`src/rtl/sir_master_if.sv`:
```
// Host command/response port and Sir register bus, grouped so the initiator
// and its host/slave side can be wired with one connection.
interface sir_master_if #(
    parameter int ADDRWIDTH = 8,
    parameter int DATAWIDTH = 32
);
    logic                 CmdValid;
    logic                 CmdReady;
    logic                 CmdRead;
    logic [ADDRWIDTH-1:0] CmdAddr;
    logic [DATAWIDTH-1:0] CmdWdat;

    logic                 RspValid;
    logic [DATAWIDTH-1:0] RspRdat;
    logic                 RspTimeout;

    logic                 SirSel;
    logic                 SirRead;
    logic [ADDRWIDTH-1:0] SirAddr;
    logic [DATAWIDTH-1:0] SirWdat;
    logic                 SirDack;
    logic [DATAWIDTH-1:0] SirRdat;

    modport master (
        input  CmdValid, CmdRead, CmdAddr, CmdWdat, SirDack, SirRdat,
        output CmdReady, RspValid, RspRdat, RspTimeout,
        output SirSel, SirRead, SirAddr, SirWdat
    );

    modport slave (
        output CmdValid, CmdRead, CmdAddr, CmdWdat, SirDack, SirRdat,
        input  CmdReady, RspValid, RspRdat, RspTimeout,
        input  SirSel, SirRead, SirAddr, SirWdat
    );
endinterface

```
`src/rtl/sir_master.sv`:
```
// Sir bus initiator: one host read/write at a time, SirDack wait with timeout,
// single-cycle response pulse and an enforced SirSel-low gap between accesses.
//   state   | meaning
//   IDLE    | CmdReady high, waiting for a command
//   SEL     | SirSel high, counting cycles until SirDack or timeout
//   RESP    | RspValid pulse, SirSel low
//   GAP     | extra SirSel-low cycles so slave edge detectors re-arm
module sir_master #(
    parameter int ADDRWIDTH = 8,
    parameter int DATAWIDTH = 32,
    parameter int TOUTCYC   = 16,
    parameter int GAPCYC    = 1
) (
    input logic            clk,
    input logic            rst,
    sir_master_if.master   bus
);
    localparam int CW = $clog2(TOUTCYC + 1);
    localparam int GW = $clog2(GAPCYC + 1);

    typedef enum logic [1:0] {
        ST_IDLE,
        ST_SEL,
        ST_RESP,
        ST_GAP
    } state_e;

    state_e               state_q;
    logic                 cmd_ready_q;
    logic                 sel_q;
    logic                 read_q;
    logic [ADDRWIDTH-1:0] addr_q;
    logic [DATAWIDTH-1:0] wdat_q;
    logic                 rsp_valid_q;
    logic [DATAWIDTH-1:0] rsp_rdat_q;
    logic                 rsp_tout_q;
    logic [CW-1:0]        sel_cnt_q;
    logic [CW-1:0]        sel_cnt_d;
    logic [GW-1:0]        gap_cnt_q;

    always_comb begin
        sel_cnt_d = sel_cnt_q;
        if (sel_cnt_q != CW'(TOUTCYC)) begin
            sel_cnt_d = sel_cnt_q + CW'(1);
        end
    end

    always_ff @(posedge clk) begin
        if (rst) begin
            state_q     <= ST_IDLE;
            cmd_ready_q <= 1'b1;
            sel_q       <= 1'b0;
            read_q      <= 1'b0;
            addr_q      <= '0;
            wdat_q      <= '0;
            rsp_valid_q <= 1'b0;
            rsp_rdat_q  <= '0;
            rsp_tout_q  <= 1'b0;
            sel_cnt_q   <= '0;
            gap_cnt_q   <= '0;
        end else begin
            rsp_valid_q <= 1'b0;
            case (state_q)
                ST_IDLE: begin
                    if (bus.CmdValid && cmd_ready_q) begin
                        state_q     <= ST_SEL;
                        cmd_ready_q <= 1'b0;
                        sel_q       <= 1'b1;
                        read_q      <= bus.CmdRead;
                        addr_q      <= bus.CmdAddr;
                        wdat_q      <= bus.CmdWdat;
                        sel_cnt_q   <= CW'(1);
                    end
                end
                ST_SEL: begin
                    sel_cnt_q <= sel_cnt_d;
                    // First SEL cycle may still see the previous slave's acknowledge.
                    if (sel_cnt_q >= CW'(2) && bus.SirDack) begin
                        state_q     <= ST_RESP;
                        sel_q       <= 1'b0;
                        rsp_valid_q <= 1'b1;
                        rsp_rdat_q  <= read_q ? bus.SirRdat : '0;
                        rsp_tout_q  <= 1'b0;
                    end else if (sel_cnt_q >= CW'(TOUTCYC)) begin
                        state_q     <= ST_RESP;
                        sel_q       <= 1'b0;
                        rsp_valid_q <= 1'b1;
                        rsp_rdat_q  <= '0;
                        rsp_tout_q  <= 1'b1;
                    end
                end
                ST_RESP: begin
                    if (GAPCYC > 1) begin
                        state_q   <= ST_GAP;
                        gap_cnt_q <= GW'(GAPCYC - 1);
                    end else begin
                        state_q     <= ST_IDLE;
                        cmd_ready_q <= 1'b1;
                    end
                end
                ST_GAP: begin
                    if (gap_cnt_q == GW'(1)) begin
                        state_q     <= ST_IDLE;
                        cmd_ready_q <= 1'b1;
                    end else begin
                        gap_cnt_q <= gap_cnt_q - GW'(1);
                    end
                end
                default: begin
                    state_q     <= ST_IDLE;
                    cmd_ready_q <= 1'b1;
                    sel_q       <= 1'b0;
                end
            endcase
        end
    end

    // Ready register resets high so the host sees CmdReady the moment rst drops.
    assign bus.CmdReady   = cmd_ready_q & ~rst;
    assign bus.RspValid   = rsp_valid_q;
    assign bus.RspRdat    = rsp_rdat_q;
    assign bus.RspTimeout = rsp_tout_q;
    assign bus.SirSel     = sel_q;
    assign bus.SirRead    = read_q;
    assign bus.SirAddr    = addr_q;
    assign bus.SirWdat    = wdat_q;
endmodule

```
`src/flat_wrapper.sv`:
```
// flat-port wrapper written by rule: the top's interface ports become plain ports
module sir_master_flat 
#(
    parameter int ADDRWIDTH = 8,
    parameter int DATAWIDTH = 32,
    parameter int TOUTCYC   = 16,
    parameter int GAPCYC    = 1
)
  (clk, rst, bus_CmdValid, bus_CmdRead, bus_CmdAddr, bus_CmdWdat, bus_SirDack, bus_SirRdat, bus_CmdReady, bus_RspValid, bus_RspRdat, bus_RspTimeout, bus_SirSel, bus_SirRead, bus_SirAddr, bus_SirWdat);
  sir_master_if #(.ADDRWIDTH(ADDRWIDTH), .DATAWIDTH(DATAWIDTH)) bus_i ();
  input logic clk;
  input logic rst;
  input wire logic [$bits(bus_i.CmdValid)-1:0] bus_CmdValid;
  input wire logic [$bits(bus_i.CmdRead)-1:0] bus_CmdRead;
  input wire logic [$bits(bus_i.CmdAddr)-1:0] bus_CmdAddr;
  input wire logic [$bits(bus_i.CmdWdat)-1:0] bus_CmdWdat;
  input wire logic [$bits(bus_i.SirDack)-1:0] bus_SirDack;
  input wire logic [$bits(bus_i.SirRdat)-1:0] bus_SirRdat;
  output wire logic [$bits(bus_i.CmdReady)-1:0] bus_CmdReady;
  output wire logic [$bits(bus_i.RspValid)-1:0] bus_RspValid;
  output wire logic [$bits(bus_i.RspRdat)-1:0] bus_RspRdat;
  output wire logic [$bits(bus_i.RspTimeout)-1:0] bus_RspTimeout;
  output wire logic [$bits(bus_i.SirSel)-1:0] bus_SirSel;
  output wire logic [$bits(bus_i.SirRead)-1:0] bus_SirRead;
  output wire logic [$bits(bus_i.SirAddr)-1:0] bus_SirAddr;
  output wire logic [$bits(bus_i.SirWdat)-1:0] bus_SirWdat;
  assign bus_i.CmdValid = bus_CmdValid;
  assign bus_i.CmdRead = bus_CmdRead;
  assign bus_i.CmdAddr = bus_CmdAddr;
  assign bus_i.CmdWdat = bus_CmdWdat;
  assign bus_i.SirDack = bus_SirDack;
  assign bus_i.SirRdat = bus_SirRdat;
  assign bus_CmdReady = bus_i.CmdReady;
  assign bus_RspValid = bus_i.RspValid;
  assign bus_RspRdat = bus_i.RspRdat;
  assign bus_RspTimeout = bus_i.RspTimeout;
  assign bus_SirSel = bus_i.SirSel;
  assign bus_SirRead = bus_i.SirRead;
  assign bus_SirAddr = bus_i.SirAddr;
  assign bus_SirWdat = bus_i.SirWdat;
  sir_master #(.ADDRWIDTH(ADDRWIDTH), .DATAWIDTH(DATAWIDTH), .TOUTCYC(TOUTCYC), .GAPCYC(GAPCYC)) u_core (.clk(clk), .rst(rst), .bus(bus_i));
endmodule
```
`config.mk`:
```
export PLATFORM = sky130hd
export DESIGN_NAME = sir_master_flat
export DESIGN_NICKNAME = d
export VERILOG_FILES = /design/src/rtl/sir_master_if.sv /design/src/rtl/sir_master.sv /design/src/flat_wrapper.sv
export SDC_FILE = /design/constraint.sdc
export NUM_CORES = 1
export LEC_CHECK = 0
export ABC_CLOCK_PERIOD_IN_PS = 2450
export BUFFER_PORTS_ARGS = -buffer_cell sky130_fd_sc_hd__buf_2
export CORE_ASPECT_RATIO = 0.75
export CORE_MARGIN = 3
export CORE_UTILIZATION = 45
export DETAILED_ROUTE_END_ITERATION = 8
export PLACE_DENSITY_LB_ADDON = 0.1
export SYNTH_ARGS = -nofsm -noshare
export SYNTH_HDL_FRONTEND = slang
export SYNTH_SLANG_ARGS = --single-unit
export TNS_END_PERCENT = 5
```
`constraint.sdc`:
```
create_clock -name clk -period 2.45 [get_ports clk]
set_clock_uncertainty 0.1 [all_clocks]
set_input_delay 0.245 -clock clk [delete_from_list [all_inputs] [get_ports clk]]
set_output_delay 0.245 -clock clk [all_outputs]
set_load 0.02 [all_outputs]
```
==> results.yml <==
cts:
  root_buffer: "clkbuf_8"
  cts_inserted_buffers: 9
  postCtsSetupRepairBufs: 0
  cts_sinks: 85
  clk-insertion-delay-late_ns: 0.34
  tritoncts: "done"
  path_clk_slew_ns: 0.08
  clk_path_buf_depth: 2
  htree_levels: 3
setup_path:
  critical-path-top-delay-family: "compound AO/OA/AOI/OAI gates"
  crit_chain: "inv_1, ha_1, or4_4, o2111a_2, a22o_1"
  path_buf_inv: 1
  worstSetupPathType: "reg -> reg"
  end_kind: "register"
  r2r-start: "u_core.sel_cnt_q[0]"
  cp_max_fo: 32
  slowest_stage: "o2111a_2"
  required_ns: 2.58
  crit_path_start_kind: "register"
  max_stage_delay_ns: 0.49
  worstRegToRegCells: 5
  cp_data_arrival_time_ns: 2.23
  regToRegSetupSlack_ns: 0.34
  r2r_end: "u_core.bus.RspRdat[4]"
synthesis:
  netlist_instances: 321
  synth_top_area_frac: 0.565
  synth_nets: 400
  ys_types: 37
  synthesis.area_sq_um: 3010
  synthArstFlopShare: 0
  ys_seq_area_frac: 0.565
  avgSynthCellArea_sq_um: 9.39
  ys_top_cells_by_count: "dfxtp_1 (85), nand2_1 (85), a21oi_1 (48), a22o_1 (32), clkbuf_1 (17)"
  synth_top_area_cell: "dfxtp_1"
  yosys_warnings: 0
  yosys_most_used_dff: "dfxtp_1"
  ys_seq_elements: 85
  synth_edf_count: 0
  ys_top_cells_by_area: "dfxtp_1 (56%), nand2_1 (11%), a22o_1 (9.3%), a21oi_1 (8.0%), clkbuf_1 (2.1%)"
floorplan:
  core-area_sq_um: 6380
  io_pins: 154
  fp.dieH_um: 76.9
  design.die.area_sq_um: 7720
  die_x_um: 100
  rows: 25
  initial_core_util: 0.472
worst_hold_path:
  hold_class: "in -> reg"
  min_path_cells: 2
  worstHoldStart: "bus_SirRdat[13]"
  whs_endpoint: "u_core.bus.RspRdat[13]"
drt:
  drcViolationCount: 0
  vias: 2827
  routedWlPerCell_um: 13.9
  drtAntennaViolNets: 0
  initialDrtViolationCount: 80
  drt-total-wl_um: 7790
  vias_per_cell: 5.04
  first_pass_iters: 4
sta:
  slew_headroom: 0.601
  max_freq_mhz: 475
  finalSetupViolCount: 0
  fin_crit_ns: 2.11
  period_share: 0.860
  rsz0062_at_grt: "no"
  finalHoldViolCount: 0
  worstMarginPinSlew_ns: 0.599
  tns_ns: 0
  setup_slack_ns: 0.344
  slew_viol_final: 0
cells_and_area:
  fillCellCount: 578
  drive_gt1_frac: 0.371
  synthToLayoutAreaGrowth_pct: 36.5
  insertedDiodeCount: 0
  nets: 554
run:
  maxCapViolCount: 0
global_routing:
  grt_pass1_wl_um: 12500
  grt_usage: 0.198
  grt_max_degree: 35
  grt_pass1_vias: 2627
  grt_overflow: 0
  antenna_found_initial: 0
placement:
  io_buffers: 153
  hpwl_um: 5350
  place_ws_ns: 0.365
  gp_congestion: 0.826
power:
  power_density_nw_per_um2: 689
  ir_worst_vdd_mv: 0.391
  power.total_uw: 2830
  total_leakage_power_uw: 0.00195
run_status:
  status: "finished clean"
state kept, by name, indices dropped and copies added, names as in the netlist:
register,count
u_core.bus.RspRdat,32
u_core.bus.RspTimeout,1
u_core.bus.RspValid,1
u_core.bus.SirAddr,8
u_core.bus.SirRead,1
u_core.bus.SirSel,1
u_core.bus.SirWdat,32
u_core.cmd_ready_q,1
u_core.gap_cnt_q,1
u_core.sel_cnt_q,5
u_core.state_q,2
stage by stage:
stage	area, sq um	hold slack (ns)	instances	utilization
floorplan	3010	0.270	321	-
global placement	3810	0.338	534	0.597
detailed placement	3810	0.345	534	0.597
CTS	4110	0.00140	561	0.645
global route	4110	0.00822	561	0.645
finish	4110	0.0183	561	0.645
report_power, final:
part	leakage, uW	switching (uW)	total (uW)	internal, uW
logic	0.00116	237	399	163
clock network	0.0000964	461	958	497
registers	0.000691	36.7	1480	1440
total	0.00195	735	2830	2100
routing by layer:
layer	track usage	share of wire	vias to the layer above
met5	0	0	-
met4	0.0700	0.011	0
met3	0.0691	0.074	8
met2	0.328	0.49	92
met1	0.238	0.42	1314
li1	-	-	1413
logic make-up after synthesis:
kind of cell               Yosys count  synth area share
AOI/OAI and AO/OA                   92             0.206
xor gates and xnor gates             1           0.00291
adders and majority gates            2           0.00830
buffers and inverters               28            0.0490
DFF                                 85             0.565
and+or+nand+nor                    113             0.169
worst max path at each step:
stage                         from                      to  depth (start not counted)
3_3_place_gp   u_core.sel_cnt_q[0]  u_core.bus.RspRdat[26]                          5
3_5_place_dp   u_core.sel_cnt_q[0]  u_core.bus.RspRdat[29]                          5
5_1_grt        u_core.sel_cnt_q[0]   u_core.bus.RspRdat[4]                          5
4_1_cts        u_core.sel_cnt_q[0]   u_core.bus.RspRdat[4]                          5
6_report       u_core.sel_cnt_q[0]   u_core.bus.RspRdat[4]                          5
2_1_floorplan  u_core.sel_cnt_q[0]  u_core.bus.RspRdat[10]                          7
cell usage in the layout (no fill, tap or decap), types with 2 or more instances in the layout:
cell type,n
nand2_1,85
clkbuf_8,10
a22o_1,32
nand2b_1,4
dlygate4sd3_1,11
a211oi_1,3
a21oi_1,48
clkinv_2,2
clkbuf_1,2
nor2_1,2
inv_1,2
ha_1,2
nor3_1,3
buf_2,153
buf_4,4
nor2b_1,3
nand4b_1,3
dfxtp_1,85
or3_1,3
o21ai_0,2
layout make-up:
cell class,instances,area [sq um],area share
sequential,85,1700,0.414
clock buffer,12,145,0.0353
multi-input combinational,208,1180,0.288
inverter,2,7.51,0.00183
clock inverter,4,47.5,0.0116
tap,81,101,0.0246
timing repair buffer,169,926,0.225
what timing repair did:
action	CTS	global route
gates resized for setup	0	0
hold buffers	11	0
endpoints found under the hold margin	11	0
Power figures use the tool's default switching activity.
